File: config.mk
export PLATFORM = sky130hd
export DESIGN_NAME = rr_reg_arbiter
export DESIGN_NICKNAME = d
export VERILOG_FILES = /design/src/rtl/rr_reg_arbiter_pkg.sv /design/src/rtl/rr_reg_bank.sv /design/src/rtl/rr_reg_arbiter.sv
export SDC_FILE = /design/constraint.sdc
export NUM_CORES = 1
export LEC_CHECK = 0
export ABC_AREA = 1
export CAP_MARGIN = 40
export CORE_MARGIN = 2
export CORE_UTILIZATION = 35
export CTS_CLUSTER_DIAMETER = 200
export DETAILED_ROUTE_END_ITERATION = 6
export HOLD_SLACK_MARGIN = 0.05
export PLACE_DENSITY = 0.73
export RECOVER_POWER = 50
export SYNTH_ARGS = -nofsm -noshare
export SYNTH_HDL_FRONTEND = slang
export SYNTH_HIERARCHICAL = 1
export SYNTH_SLANG_ARGS = --single-unit
File: constraint.sdc
create_clock -name clk -period 2.3 [get_ports clk]
set_input_delay 0.46 -clock clk [delete_from_list [all_inputs] [get_ports clk]]
set_output_delay 0.46 -clock clk [all_outputs]
set_load 0.005 [all_outputs]
File: src/rtl/rr_reg_arbiter_pkg.sv
// Shared definitions for the round-robin register arbiter.
// FSM encoding and owner-index width helper.
package rr_reg_arbiter_pkg;

  typedef enum logic {
    ST_IDLE   = 1'b0,
    ST_LOCKED = 1'b1
  } state_t;

  function automatic int idw_f(input int n);
    int r;
    r = 0;
    while ((1 << r) < n) r++;
    return r;
  endfunction

endpackage

File: src/rtl/rr_reg_bank.sv
// Enabled D flop bank holding the shared register.
// Clear wins over enable; async active-low reset to zero.
module rr_reg_bank #(
  parameter int WIDTH = 8
) (
  input  logic             clk,
  input  logic             rst,
  input  logic             en,
  input  logic             clr,
  input  logic [WIDTH-1:0] d,
  output logic [WIDTH-1:0] q
);

  always_ff @(posedge clk or negedge rst) begin
    if (!rst) begin
      q <= '0;
    end else if (clr) begin
      q <= '0;
    end else if (en) begin
      q <= d;
    end
  end

endmodule

File: src/rtl/rr_reg_arbiter.sv
// Round-robin arbiter sharing one register among NREQ writers.
// Supports locked multi-beat ownership and synchronous clear.
module rr_reg_arbiter
  import rr_reg_arbiter_pkg::*;
#(
  parameter  int NREQ  = 4,
  parameter  int WIDTH = 8,
  localparam int IDW   = idw_f(NREQ)
) (
  input  logic                  clk,
  input  logic                  rst,
  input  logic                  clr,
  input  logic [NREQ-1:0]       req,
  input  logic [NREQ-1:0]       lock,
  input  logic [NREQ*WIDTH-1:0] wdata,
  output logic [NREQ-1:0]       gnt,
  output logic [WIDTH-1:0]      q,
  output logic [IDW-1:0]        q_owner,
  output logic                  q_valid,
  output logic                  busy
);

  state_t         state;
  logic [IDW-1:0] ptr;
  logic [IDW-1:0] lock_id;
  logic [IDW-1:0] cand;
  logic [IDW-1:0] win_id;
  logic [IDW-1:0] nxt_ptr;
  logic           found;
  logic           wen;

  // first requester at or after ptr, wrapping
  always_comb begin
    int j;
    j     = 0;
    found = 1'b0;
    cand  = '0;
    for (int k = 0; k < NREQ; k++) begin
      j = int'(ptr) + k;
      if (j >= NREQ) j = j - NREQ;
      if (!found && req[j]) begin
        found = 1'b1;
        cand  = IDW'(j);
      end
    end
  end

  always_comb begin
    gnt = '0;
    if (rst && !clr) begin
      if (state == ST_LOCKED) begin
        gnt[lock_id] = req[lock_id];
      end else if (found) begin
        gnt[cand] = 1'b1;
      end
    end
  end

  assign win_id  = (state == ST_LOCKED) ? lock_id : cand;
  assign wen     = |gnt;
  assign nxt_ptr = (win_id == IDW'(NREQ - 1)) ? '0 : win_id + 1'b1;
  assign busy    = (state == ST_LOCKED);

  always_ff @(posedge clk or negedge rst) begin
    if (!rst) begin
      state   <= ST_IDLE;
      ptr     <= '0;
      lock_id <= '0;
      q_owner <= '0;
      q_valid <= 1'b0;
    end else if (clr) begin
      state   <= ST_IDLE;
      q_owner <= '0;
      q_valid <= 1'b0;
    end else begin
      unique case (state)
        ST_IDLE: begin
          if (wen) begin
            q_owner <= win_id;
            q_valid <= 1'b1;
            ptr     <= nxt_ptr;
            if (lock[win_id]) begin
              state   <= ST_LOCKED;
              lock_id <= win_id;
            end
          end
        end
        ST_LOCKED: begin
          // dropping req costs a dead cycle back to IDLE
          if (wen) begin
            q_owner <= win_id;
            q_valid <= 1'b1;
            if (!lock[lock_id]) state <= ST_IDLE;
          end else begin
            state <= ST_IDLE;
          end
        end
        default: state <= ST_IDLE;
      endcase
    end
  end

  rr_reg_bank #(
    .WIDTH(WIDTH)
  ) u_bank (
    .clk(clk),
    .rst(rst),
    .en (wen),
    .clr(clr),
    .d  (wdata[win_id*WIDTH +: WIDTH]),
    .q  (q)
  );

endmodule

==> results.ini, run 1 <==
[status]
status=finished, violations left
violations=setup timing

[worst_setup_path]
end_kind=primary output
critical_path_class=flip-flop to primary output
path_delay_family=simple AND/OR/NAND/NOR gates
critical-path-slowest-cell=dfrtp_2
ff2ff_path_depth=17
cp.depth=12
cp.required_ps=1840
max_stage_delay_ps=460
crit_arrival_ps=1920
worstPathMaxFanout=5
path_cells=inv_4, buf_4, nand3_2, nand2_4, nor2_1, nor2_1, nand2_4, nand3_4, buf_6, nand3_4, nor2_4, buf_2
cp-start-kind=flip-flop
critPathBufInv=4

[power]
power_frac_seq_pct=11.8
pwr-share-clk_pct=4.6
cellLeakagePower_uw=0.00127
netSwitchingFraction_pct=50.1
p_comb_share_pct=83.5
vdd.ir_drop.worst_mv=1.11
p_int_uw=2180
powerDensity_nw_per_um2=1620
total_power_uw=4370
p_switching_uw=2190

[final_layout]
nets=359
fin_util_pct=67.7
final_layout_size_suffix_gt1_share_pct=39.2
areaGrowthSynthToFinish_pct=85.0

[synth]
synth_area_um2=1460
yosysSeqAreaShare_pct=27.4
syn_area_per_cell_um2=6.59
syn_inst=222
ys_ff_latch=16
ys_types=25
ys_warn_count=6
synth_nets=265

[job]
drv_cap=0

[min_path]
hold_depth=2
hp-class=flip-flop to flip-flop

[global_routing]
antenna_found_initial=1
grt_pass1_wl_um=7590
grt_util_all_layers_pct=21.1
grt_pass1_vias=1768
grt_max_degree=17
grt-ovfl-total=0

[routing]
wl_per_cell_um=13.3
vias_per_cell=5.03
ant_nets=0
vias=1837
wl_um=4870
first_iter_violations=101
drt-pass1-iter-count=4
drc=0

[clocking]
cts_tree=done
cts-root-buf=clkbuf_8
htree_levels=1
clkLatencyLatePin_ps=240
cts.path.max_buffers=2
clkTransAtPathRegs_ps=60
clock_sinks=16
postCtsHoldBufs=0
numCtsBuffers=3

[timing]
max-slew-margin-rel_pct=43.6
fin_skew_ps=1.55
finalSetupViolations=7
hold_viol=0
max_freq_mhz=420
final_max_slew_viol_count=0
period_share_pct=104
worst-slew-pin-transition_ps=845
finalCriticalPeriod_ps=2380
setup_ws_ps=-81.5
rsz0062_at_grt=yes

[floorplanning]
core-area_um2=4000
die_y_um=68.7
io_pins=59
initial_core_util_pct=36.6
die_area_um2=4720
rows=23
die_width_um=68.7

[place]
place_congestion=0.895
port_buffers=58
dpl.hpwl_um=3280

==> layer usage <==
| layer | vias to the layer above | routed length [um] | GRT usage (%) |
|---|---|---|---|
| met5 | - | 0 | 0 |
| met4 | 0 | 65 | 6.25 |
| met3 | 8 | 279 | 3.25 |
| met1 | 848 | 1950 | 24.1 |
| li1 | 918 | - | - |
| met2 | 63 | 2570 | 39.8 |
==> layout by cell type (no fill, tap or decap), types with 10 or more instances in the layout <==
cell / instances
clkdlybuf4s50_1: 49
nand2_1: 44
nand2_2: 24
buf_4: 24
nor2_1: 20
dfrtp_1: 14
nand3_1: 12
inv_1: 11
nand2_4: 11
nand3_2: 11
o21ai_1: 10
buf_6: 10
==> worst paths after layout <==
path	start	endpoint	slack [ps]
worst max-delay path	ptr[1]	gnt[0]	-80
worst min-delay path	u_bank/q[3]	u_bank/q[3]	480
worst max register to register	ptr[1]	u_bank/q[2]	-40
worst min register to register	u_bank/q[3]	u_bank/q[3]	480
max in group asynchronous	rst	ptr[0]	860
min in group asynchronous	rst	u_bank/q[4]	870
==> final cells by class <==
cell class	count	area, um2
inverter	21	91.3
fill	332	1290
sequential	16	403
antenna	1	2.50
tap	50	62.6
multi-input combinational	180	1200
timing repair buffer	94	910
clock buffer	3	41.3
==> flip-flops by register name, indices dropped and copies added (netlist names) <==
| signal | count |
|---|---|
| u_bank/q | 8 |
| lock_id | 2 |
| ptr | 2 |
| q_owner | 2 |
| busy | 1 |
| q_valid | 1 |
==> synth_stat cells <==
library cell	number	area share (%)
nor2_8	1	1.4
o21ai_1	5	1.7
nand4_1	4	1.7
nor2_4	7	5.4
nor2_1	20	5.1
a21oi_1	5	1.7
nand2_4	1	0.77
nand2_8	1	1.4
nand3b_1	1	0.51
inv_2	5	1.3
buf_6	3	2.3
buf_2	3	1.0
xnor2_1	1	0.60
buf_4	1	0.51
o21ai_2	1	0.60
dfrtp_1	16	27
o21ai_0	15	5.1
nand3_2	6	4.1
nand3_1	22	7.5
nand2_2	9	3.8
nand2_1	69	18
nor2_2	1	0.43
o22ai_1	8	3.4
and2_1	1	0.43
inv_1	16	4.1
==> timing repair <==
item	in CTS	in global routing
hold endpoints to repair	0	0
endpoints found under the setup margin	20	20
gates cloned	3	0
pin swaps	29	25
gates resized for setup	69	39
setup buffers	11	5
==> through the flow <==
step	setup TNS, ps	instance area (um2)	setup slack [ps]	cells	hold slack (ps)
2_1_floorplan	0	1460	334	222	164
3_3_place_gp	-7930	2210	-570	343	459
3_5_place_dp	-8730	2210	-614	343	460
4_1_cts	-208	2550	-46.1	359	480
5_1_grt	-3070	2710	-214	365	508
6_report	-241	2710	-81.5	365	478
==> cell families after synthesis <==
kind of cell           share of synthesized area, %
AND/OR/NAND/NOR                                50.3
flip-flops                                     27.4
XOR/XNOR                                      0.598
AO/OA/AOI/OAI                                  12.6
buffers and inverters                          9.23
==> worst register-to-register path: stages (launching register included) <==
cell     delay (ps)
dfrtp_2         460
buf_4           160
nand2_2          70
nand2_4          60
nand2_2          80
nand2_4          60
nor2_4          130
nand4_1         170
nand2_2         120
nand2_2          80
nand2_2         100
nor2_4           50
buf_6           110
nor2_4          190
buf_6           150
nand2_8          80
nand3_1         100
nand2_1          60
==> power groups by stage <==
stage	Sequential, uW	Clock [uW]	Combinational, uW
4_1_cts	513	210	3300
6_report	518	203	3650
3_5_place_dp	499	0	2560
2_1_floorplan	497	0	1680
3_3_place_gp	499	0	2530
5_1_grt	534	219	3940
(Power assumes the default switching activity.)
==> inputs of run 2 (changes only) <==
--- a/config.mk
+++ b/config.mk
@@ -6,7 +6,7 @@
 export NUM_CORES = 1
 export LEC_CHECK = 0
 export ABC_AREA = 1
-export CAP_MARGIN = 40
+export CAP_MARGIN = 10
 export CORE_MARGIN = 2
 export CORE_UTILIZATION = 35
 export CTS_CLUSTER_DIAMETER = 200
==> results of run 2 <==
Final layout, timing and power as in run 1 (identical DEF).
